==> config.mk <==
export PLATFORM = sky130hd
export DESIGN_NAME = ddr_local_port_arbiter
export DESIGN_NICKNAME = d
export VERILOG_FILES = /design/src/rtl/ddr_local_port_arbiter.sv
export SDC_FILE = /design/constraint.sdc
export NUM_CORES = 1
export LEC_CHECK = 0
export CORE_AREA = 10 10 163 165
export DETAILED_ROUTE_END_ITERATION = 8
export DIE_AREA = 0 0 173 175
export SLEW_MARGIN = 20
export SYNTH_ARGS = -nofsm -noshare
export SYNTH_HDL_FRONTEND = slang
export SYNTH_SLANG_ARGS = --single-unit
==> constraint.sdc <==
create_clock -name clk -period 6.5 [get_ports clk]
set_clock_uncertainty 0.05 [all_clocks]
set_input_delay 0.65 -clock clk [delete_from_list [all_inputs] [get_ports clk]]
set_output_delay 0.65 -clock clk [all_outputs]
set_load 0.005 [all_outputs]
==> src/rtl/ddr_local_port_arbiter.sv <==
// ---------------------------------------------------------------------------
// ddr_local_port_arbiter
// Two-requester round-robin arbiter in front of a DDR2 controller local
// (Avalon, single-beat) port. Outstanding reads are tracked in an in-order
// tag FIFO so every returning read beat is steered to the requester that
// issued it.
//
// Ports
//   clk, reset_n               half-rate clock, async active-low reset
//   rqN_read_req/write_req     requester commands, held until rqN_ready
//   rqN_addr/wdata/be          packed {cs,row,bank,col} address, write data
//   rqN_ready                  command accepted this cycle
//   rqN_rdata_valid, rq_rdata  read beat routed to requester N, shared data
//   local_*                    controller-side command/address/data
//   local_ready/init_done      controller handshake and init status
//   local_rdata_valid/rdata    controller read return
//   tag_count                  outstanding reads
//   tag_err                    sticky: read beat arrived with no tag pending
// ---------------------------------------------------------------------------
module ddr_local_port_arbiter #(
   parameter int DATA_BITS = 64,
   parameter int BE_BITS   = DATA_BITS / 8,
   parameter int CS_BITS   = 1,
   parameter int ROW_BITS  = 13,
   parameter int BANK_BITS = 2,
   parameter int COL_BITS  = 9,
   parameter int ADDR_BITS = CS_BITS + ROW_BITS + BANK_BITS + COL_BITS,
   parameter int TAG_DEPTH = 8,
   localparam int PTR_BITS = $clog2(TAG_DEPTH),
   localparam int CNT_BITS = PTR_BITS + 1
) (
   input  logic                 clk,
   input  logic                 reset_n,
   input  logic                 rq0_read_req,
   input  logic                 rq1_read_req,
   input  logic                 rq0_write_req,
   input  logic                 rq1_write_req,
   input  logic [ADDR_BITS-1:0] rq0_addr,
   input  logic [ADDR_BITS-1:0] rq1_addr,
   input  logic [DATA_BITS-1:0] rq0_wdata,
   input  logic [DATA_BITS-1:0] rq1_wdata,
   input  logic [BE_BITS-1:0]   rq0_be,
   input  logic [BE_BITS-1:0]   rq1_be,
   output logic                 rq0_ready,
   output logic                 rq1_ready,
   output logic                 rq0_rdata_valid,
   output logic                 rq1_rdata_valid,
   output logic [DATA_BITS-1:0] rq_rdata,
   output logic                 local_read_req,
   output logic                 local_write_req,
   output logic                 local_burstbegin,
   output logic                 local_size,
   output logic                 local_autopch_req,
   output logic [CS_BITS-1:0]   local_cs_addr,
   output logic [ROW_BITS-1:0]  local_row_addr,
   output logic [BANK_BITS-1:0] local_bank_addr,
   output logic [COL_BITS-1:0]  local_col_addr,
   output logic [DATA_BITS-1:0] local_wdata,
   output logic [BE_BITS-1:0]   local_be,
   input  logic                 local_ready,
   input  logic                 local_init_done,
   input  logic                 local_rdata_valid,
   input  logic [DATA_BITS-1:0] local_rdata,
   output logic [CNT_BITS-1:0]  tag_count,
   output logic                 tag_err
);

   typedef enum logic [1:0] {IDLE, GNT0, GNT1} state_t;

   typedef struct packed {
      logic                 rd;
      logic                 wr;
      logic [ADDR_BITS-1:0] addr;
      logic [DATA_BITS-1:0] wdata;
      logic [BE_BITS-1:0]   be;
   } req_t;

   state_t              state_q, state_d;
   logic                rr_q;
   req_t                req [2];
   req_t                cur;
   logic [1:0]          pend;
   logic                k, granted, accept, push, pop, fifo_full, fifo_empty;

   logic                tag_mem [TAG_DEPTH];
   logic [PTR_BITS-1:0] wr_q, rd_q;
   logic [CNT_BITS-1:0] cnt_q;

   assign req[0] = {rq0_read_req, rq0_write_req, rq0_addr, rq0_wdata, rq0_be};
   assign req[1] = {rq1_read_req, rq1_write_req, rq1_addr, rq1_wdata, rq1_be};
   assign pend   = {rq1_read_req | rq1_write_req, rq0_read_req | rq0_write_req};

   assign granted = (state_q != IDLE);
   assign k       = (state_q == GNT1);
   assign cur     = req[k];

   // full is taken from the registered count: a pop in the same cycle does
   // not open a slot until the next cycle
   assign fifo_full  = (cnt_q == CNT_BITS'(TAG_DEPTH));
   assign fifo_empty = (cnt_q == '0);
   assign push       = local_read_req & local_ready;
   assign pop        = local_rdata_valid & ~fifo_empty;

   function automatic state_t gnt_st(input logic sel);
      return sel ? GNT1 : GNT0;
   endfunction

   // ---------------- state register ----------------
   always_ff @(posedge clk or negedge reset_n) begin
      if (!reset_n) begin
         state_q <= IDLE;
         rr_q    <= 1'b0;
      end else begin
         state_q <= state_d;
         if (accept) rr_q <= ~k;
      end
   end

   // ---------------- next state ----------------
   always_comb begin
      state_d = state_q;
      case (state_q)
         IDLE: begin
            if (local_init_done && (pend != 2'b00)) begin
               if (pend == 2'b11) state_d = gnt_st(rr_q);
               else               state_d = gnt_st(pend[1]);
            end
         end
         GNT0, GNT1: begin
            if (accept) begin
               if (pend[~k])     state_d = gnt_st(~k);
               else if (pend[k]) state_d = gnt_st(k);
               else              state_d = IDLE;
            end else if (!pend[k]) begin
               // granted requester withdrew after its last accept; release
               // so the grant cannot park on an idle port
               state_d = IDLE;
            end
         end
         default: state_d = IDLE;
      endcase
   end

   // ---------------- outputs ----------------
   always_comb begin
      local_read_req  = 1'b0;
      local_write_req = 1'b0;
      local_cs_addr   = '0;
      local_row_addr  = '0;
      local_bank_addr = '0;
      local_col_addr  = '0;
      local_wdata     = '0;
      local_be        = '0;
      if (granted) begin
         local_read_req  = cur.rd & ~fifo_full;
         local_write_req = cur.wr & ~cur.rd;   // read wins if both held
         {local_cs_addr, local_row_addr, local_bank_addr, local_col_addr} = cur.addr;
         local_wdata     = cur.wdata;
         local_be        = cur.be;
      end
      local_burstbegin = local_read_req | local_write_req;
      accept           = local_burstbegin & local_ready;
      rq0_ready        = accept & ~k;
      rq1_ready        = accept & k;
   end

   assign local_size        = 1'b1;
   assign local_autopch_req = 1'b0;

   // ---------------- read tag FIFO ----------------
   always_ff @(posedge clk) begin
      if (push) tag_mem[wr_q] <= k;
   end

   always_ff @(posedge clk or negedge reset_n) begin
      if (!reset_n) begin
         wr_q    <= '0;
         rd_q    <= '0;
         cnt_q   <= '0;
         tag_err <= 1'b0;
      end else begin
         if (push) wr_q <= wr_q + PTR_BITS'(1);
         if (pop)  rd_q <= rd_q + PTR_BITS'(1);
         case ({push, pop})
            2'b10:   cnt_q <= cnt_q + CNT_BITS'(1);
            2'b01:   cnt_q <= cnt_q - CNT_BITS'(1);
            default: cnt_q <= cnt_q;
         endcase
         if (local_rdata_valid && fifo_empty) tag_err <= 1'b1;
      end
   end

   assign rq0_rdata_valid = pop & ~tag_mem[rd_q];
   assign rq1_rdata_valid = pop &  tag_mem[rd_q];
   assign rq_rdata        = local_rdata;
   assign tag_count       = cnt_q;

endmodule

# Yosys cells after proc, flatten, opt, wreduce, memory -nomap -nowiden
# Memories as Yosys holds them, arrays and structs flattened.
# Index checks and enable logic that the tools add are counted.
# classes
addsub	4
magnitude_cmp	3
n_eq_ne	8
n_mux	29
n_bitwise	18
reduce_logical	9
# op_table
operator	n
99-bit two-way mux	3
64-bit two-way mux	1
2-bit two-way mux	11
13-bit two-way mux	1
1-bit bitwise AND	9
1-bit two-way mux	9
9-bit two-way mux	1
8-bit two-way mux	1
4-bit case mux with 2 select lines	1
3-bit by 1-bit adder with 3-bit output (second input constant)	2
2-bit equality test (second input constant)	3
2-bit nonzero test	3
1-bit inverter	5
4-bit by 1-bit adder with 4-bit output (second input constant)	1
2-bit by 1-bit equality test with 1-bit output (second input constant)	2
4-bit equality test (second input constant)	1
4-bit zero test	1
1-bit by 2-bit < comparator with 1-bit output (second input constant)	2
2-bit case mux with 2 select lines	1
4-bit by 1-bit subtractor with 4-bit output (second input constant)	1
3-bit != test (second input constant)	1
1-bit bitwise OR	3
2-bit greater-or-equal comparator (second input constant)	1
1-bit logical AND	2
5 further kinds	5
# word_totals
ff_bits	14
ram_bits	8
in_bits	267
out_inout_bits	175
word_cells	78
mem_count	1
# mem_list
name	words	word_bits	read_ports	rd_ports_with_merged_regs	write_ports	line	text
tag_mem	8	1	1	0	1	85	logic tag_mem [TAG_DEPTH];

# Longest topological paths before layout
# logic_depth
depth_word	12
mapped_depth	12
mapped_depth_nobuf	12

# Worst setup path after synthesis
# No wires, ideal clock.
# synth_path
path_kind	reg-to-reg
start	register state_q[0]
end	register cnt_q[2], in the netlist tag_count[2]
setup_ns	0.131
t_arrival_ns	2.345
path_slack_ns	3.974
path_stages_with_launch	13
n_path_buf	0
synth_period_minus_slack_ns	2.526
path_cell_list	dfrtp_1 inv_1 ha_1 mux2i_1 nor3_2 inv_1 ha_1 xor2_1 ha_1 a21oi_1 xor2_1 nor2_1 xor2_1
# synth_via
elab_chain_len	10
word_cells_on_any_way	13
# synth_rtl
element	line	text
start: declaration	78	state_t state_q, state_d;
start signal: assignment	114	state_q <= state_d;
2-bit equality test *	94	assign k = (state_q == GNT1);
named net k	83	logic k, granted, accept, push, pop, fifo_full, fifo_empty;
1-bit inverter with 2-bit output (not written as such) *	95	assign cur = req[k];
99-bit two-way mux (not written as such) * (3 in a row)	95	
1-bit bitwise AND *	155	local_read_req = cur.rd & ~fifo_full;
1-bit two-way mux *	154	if (granted) begin
1-bit bitwise AND *	101	assign push = local_read_req & local_ready;
2-bit by 1-bit equality test with 1-bit output / 2-bit equality test (equally long branches)	184	case ({push, pop})
4-bit case mux with 2 select lines / 2-bit nonzero test (equally long branches)	--	
end signal: assignment	185	2'b10: cnt_q <= cnt_q + CNT_BITS'(1);
end signal: assignment	186	2'b01: cnt_q <= cnt_q - CNT_BITS'(1);
end signal: assignment	187	default: cnt_q <= cnt_q;
end: declaration	87	logic [CNT_BITS-1:0] cnt_q;
# Mark *: on every way through the listed nets, which the timed path passes. The rest lies on a longest branch. The select of a mux whose other input is x is not followed.
# A chain may end at the register's enable or synchronous reset.

# Worst setup path in the final report
# layout_path
start	register state_q[0]
end	output local_row_addr[7]
# layout_via
elab_chain_len	6
word_cells_on_any_way	7
# layout_rtl
element	line	text
2-bit equality test	94	
named net k	83	
1-bit inverter with 2-bit output (not written as such)	95	
99-bit two-way mux (not written as such) (3 in a row)	95	
13-bit two-way mux	154	
end: declaration	55	output logic [ROW_BITS-1:0] local_row_addr,
# The timed path passes the listed nets, and every way through them passes these cells. The select of a mux whose other input is x is not followed.

==> impl_summary.txt <==
----------------------------------------------------
[Die]
  Starting density of the core ... 13.9%
  Top-Level Pins ... 442
  Core area ... 23,300 um^2
  Die area ... 30,300 um^2
  Number of rows created at floorplan ... 56
  Vertical die dimension ... 175 um
  Floorplan die width ... 173 um

[Yosys]
  Mean Syn Cell Area ... 8.11 um^2
  Fraction of registers with async set or reset after synthesis ... 63.6%
  Most frequently used flop master after synthesis ... dfrtp_1
  Number of different library cells in the post-synthesis netlist ... 40
  Net count after synthesis ... 674
  Number of synthesized flops with an enable pin ... 8
  Top area cells in the synthesized netlist ... mux2i_1 31%, buf_4 16%, nor2_1 13%
  Synthesized netlist cell count ... 399
  List of most frequent post-synthesis cells ... 110 x nor2_1, 100 x mux2i_1, 68 x buf_4
  Post-synthesis sequential area ratio ... 18.2%
  Leading cell type by number of instances after synthesis ... nor2_1
  Yosys reg bits ... 22
  Area of the mapped netlist ... 3240 um^2
  Synth Warn # ... 0
  Area share of the leading cell type in the synthesized netlist ... 30.9%
  Largest area contributor in the synthesized netlist ... mux2i_1

[Setup path]
  Number of cells on the critical path ... 6
  Critical path destination ... local_row_addr[7]
  Cell with the biggest individual delay on the critical path ... ha_4
  Critical Path Fanout Max ... 58
  Critical path start-end classification ... flop to primary output
  Internal reg-to-reg setup slack ... 3.09 ns
  Worst setup path startpoint ... state_q[0]
  Top Family by Delay on Critical Path ... buffers and inverters
  Cell-by-cell trace of the critical path ... inv_1, ha_4, buf_12, mux2i_1, nor2_1, clkdlybuf4s50_1
  Data arrival at the endpoint of the critical path ... 2.98 ns
  CP Data Required Time ... 5.80 ns
  Maximum cell stage delay along the critical path ... 0.74 ns
  Type of destination of the critical path ... primary output
  Origin of the critical flop-to-flop path ... state_q[0]
  Depth of the worst register-to-register path ... 12
  Endpoint of the worst-slack reg-to-reg timing path ... tag_count[2]
  Setup crit start kind ... flop
  Sum of buffers and inverters on the critical path ... 3

[Power]
  Final Total Pwr ... 2.05 mW
  Worst supply voltage drop on vdd ... 0.172 mV
  P_leak ... 2.32 nW
  Power density over the cells ... 325 nW/um^2

[Cells and area]
  Total area of multi-input combinational cells ... 2050 um^2
  Number of nets at the end of the flow ... 903
  Area growth from synthesis to layout ... 94.8%
  Diode count ... 0
  Final-layout fill cell count ... 2,544
  Sequential cell area ... 591 um^2
  Share of layout cells above drive strength 1 ... 3.51%

[Worst hold path]
  Hold path depth ... 1
  Worst min-delay path category ... flop to flop

[Global routing]
  Total gr overflow ... 0
  Via count of the first global-routing pass ... 3,737
  Initial antenna violation count ... 1
  First-pass GRT wire length ... 25,500 um
  Global router's overall resource usage ... 10.8%
  Pin count of the biggest net entering global routing ... 61

[Timing]
  Slew Viols, Final ... 0
  Setup repair after global routing missed its margin ... no
  Final setup violation count ... 0
  Hold violation total from the final report ... 0
  Achievable frequency ... 0.272 GHz
  Transition time at the pin with the least slew margin ... 0.930 ns
  Headroom to the max-slew limit ... 38.0%
  Final Critical Period ... 3.68 ns
  Fin Setup TNS ... 0 ns
  Post-route fraction of the period consumed by the critical path ... 56.6%

[Clocking]
  Max clock buf depth ... 2
  Clock buffers created by TritonCTS ... 3
  Root buffer cell ... clkbuf_16
  Clock-pin slew of the registers on the worst-case setup and hold paths ... 0.06 ns
  TritonCTS clock tree ... built
  Count of instances resized after the clock tree is built ... 0
  Post-CTS repair timing setup buffer count ... 0
  Hold-fix buffer count after cts ... 0
  Clock latency of the later-clocked register in the worst-skew pair ... 0.25 ns
  CTS H-tree lvls ... 1
  Number of sinks driven by the clock tree ... 22

[Route]
  TritonRoute pass-1 iters ... 4
  Final routed wirelength across all metal layers ... 17,900 um
  DRC violation count after routing ... 0
  Vias per std cell ... 3.64
  Total via count after detailed routing ... 3,444
  Detailed router's first-iteration violation count ... 146
  Routed length per instance ... 18.9 um
  ANT nets after route ... 0

[Run status]
  Run status ... finished, final reports clean

[Place]
  RePlAce Congestion ... 0.722
  Final HPWL DP ... 15,500 um
  Port bufs ... 311

[Run]
  Number of maximum-capacitance violations ... 0

----------------------------------------------------
==> worst min-delay path by stage <==
| stage | start | end | slack, ns |
|---|---|---|---|
| 3_5_place_dp | tag_err | tag_err | 0.40 |
| 2_1_floorplan | reset_n | rd_q[0] | 0.30 |
| 4_1_cts | tag_err | tag_err | 0.41 |
| 6_report | tag_err | tag_err | 0.40 |
| 3_3_place_gp | tag_err | tag_err | 0.39 |
| 5_1_grt | tag_err | tag_err | 0.44 |
==> cell type report <==
cell class	instances	area share, %
Timing Repair Buffer	313	49.8
Multi-Input combinational cell	283	32.5
Sequential cell	22	9.37
Tap cell	319	6.33
Clock buffer	3	1.19
Clock inverter	1	0.476
Inverter	5	0.298
==> where the power goes <==
| part | leakage (nW) | total [mW] | internal (mW) | switching (mW) |
|---|---|---|---|---|
| Combinational | 2.03 | 1.62 | 0.937 | 0.679 |
| Clock | 0.0511 | 0.169 | 0.122 | 0.0471 |
| Sequential | 0.237 | 0.265 | 0.198 | 0.0677 |
| Total | 2.32 | 2.05 | 1.26 | 0.793 |
==> layer usage <==
layer | GRT usage, % | vias to the layer above | share of wire (%)
met5 | 0.332 | - | 0
met1 | 11.7 | 1489 | 37
li1 | - | 1733 | -
met4 | 0.683 | 0 | 0.47
met2 | 18.5 | 216 | 49
met3 | 6.40 | 6 | 14
==> per-stage QoR <==
step	cells	hold slack, ns	utilization, %	setup slack [ns]	cell area (um^2)
2_1_floorplan	399	0.304	-	3.97	3240
3_3_place_gp	942	0.387	26.7	3.08	6200
3_5_place_dp	942	0.398	26.7	3.03	6200
4_1_cts	946	0.412	27.1	2.77	6300
5_1_grt	946	0.438	27.1	2.64	6300
6_report	946	0.405	27.1	2.82	6300
==> worst reg2reg max path, delay by kind of cell (launching register included) <==
| family | cells | cell delay [ns] |
|---|---|---|
| simple gates | 2 | 0.44 |
| compound gates | 1 | 0.15 |
| mux | 1 | 0.30 |
| xor+xnor | 3 | 0.46 |
| flops | 1 | 0.38 |
| buf+inv | 2 | 0.29 |
| fa+ha+maj | 3 | 1.21 |
==> state kept, by name, summed over array words and instances, names as in the netlist <==
register   flops
tag_mem        8
wr_q           3
tag_err        1
state_q        2
rd_q           3
tag_count      4
rr_q           1
==> layout by cell type, fill, tap and decap left out, types with 2 or more instances in the layout <==
| master | synthesis | final |
|---|---|---|
| edfxtp_1 | 8 | 8 |
| o21ai_0 | 2 | 2 |
| a211oi_1 | 2 | 2 |
| nand2b_1 | 6 | 6 |
| o21a_1 | 2 | 2 |
| mux2_2 | 4 | 4 |
| or2_2 | 2 | 2 |
| nor2_1 | 110 | 110 |
| and2_1 | 2 | 2 |
| a21oi_1 | 3 | 3 |
| ha_1 | 8 | 6 |
| dfrtp_1 | 14 | 14 |
| inv_1 | 5 | 5 |
| or3b_2 | 2 | 2 |
| mux2i_1 | 100 | 100 |
| o211ai_2 | 2 | 2 |
| xor2_1 | 5 | 5 |
| conb_1 | 2 | 2 |
| mux4_2 | 2 | 2 |
| nand2_1 | 8 | 8 |
| ha_4 | 0 | 2 |
| clkdlybuf4s50_1 | 0 | 311 |
| nor3_1 | 2 | 2 |
| clkbuf_16 | 0 | 3 |
| xnor2_1 | 4 | 4 |
==> cells by family after synthesis <==
logic type                 count (synthesis)  share of synthesized area, %
and+or+nand+nor                          143                          19.6
muxes                                    106                          33.7
buffers and inverters                     94                          19.2
DFF                                       22                          18.2
AOI/OAI and AO/OA                         15                          3.56
xor gates and xnor gates                   9                          2.44
adders and majority gates                  8                          3.09
other                                      2                         0.232
Power figures use the tool's default switching activity.
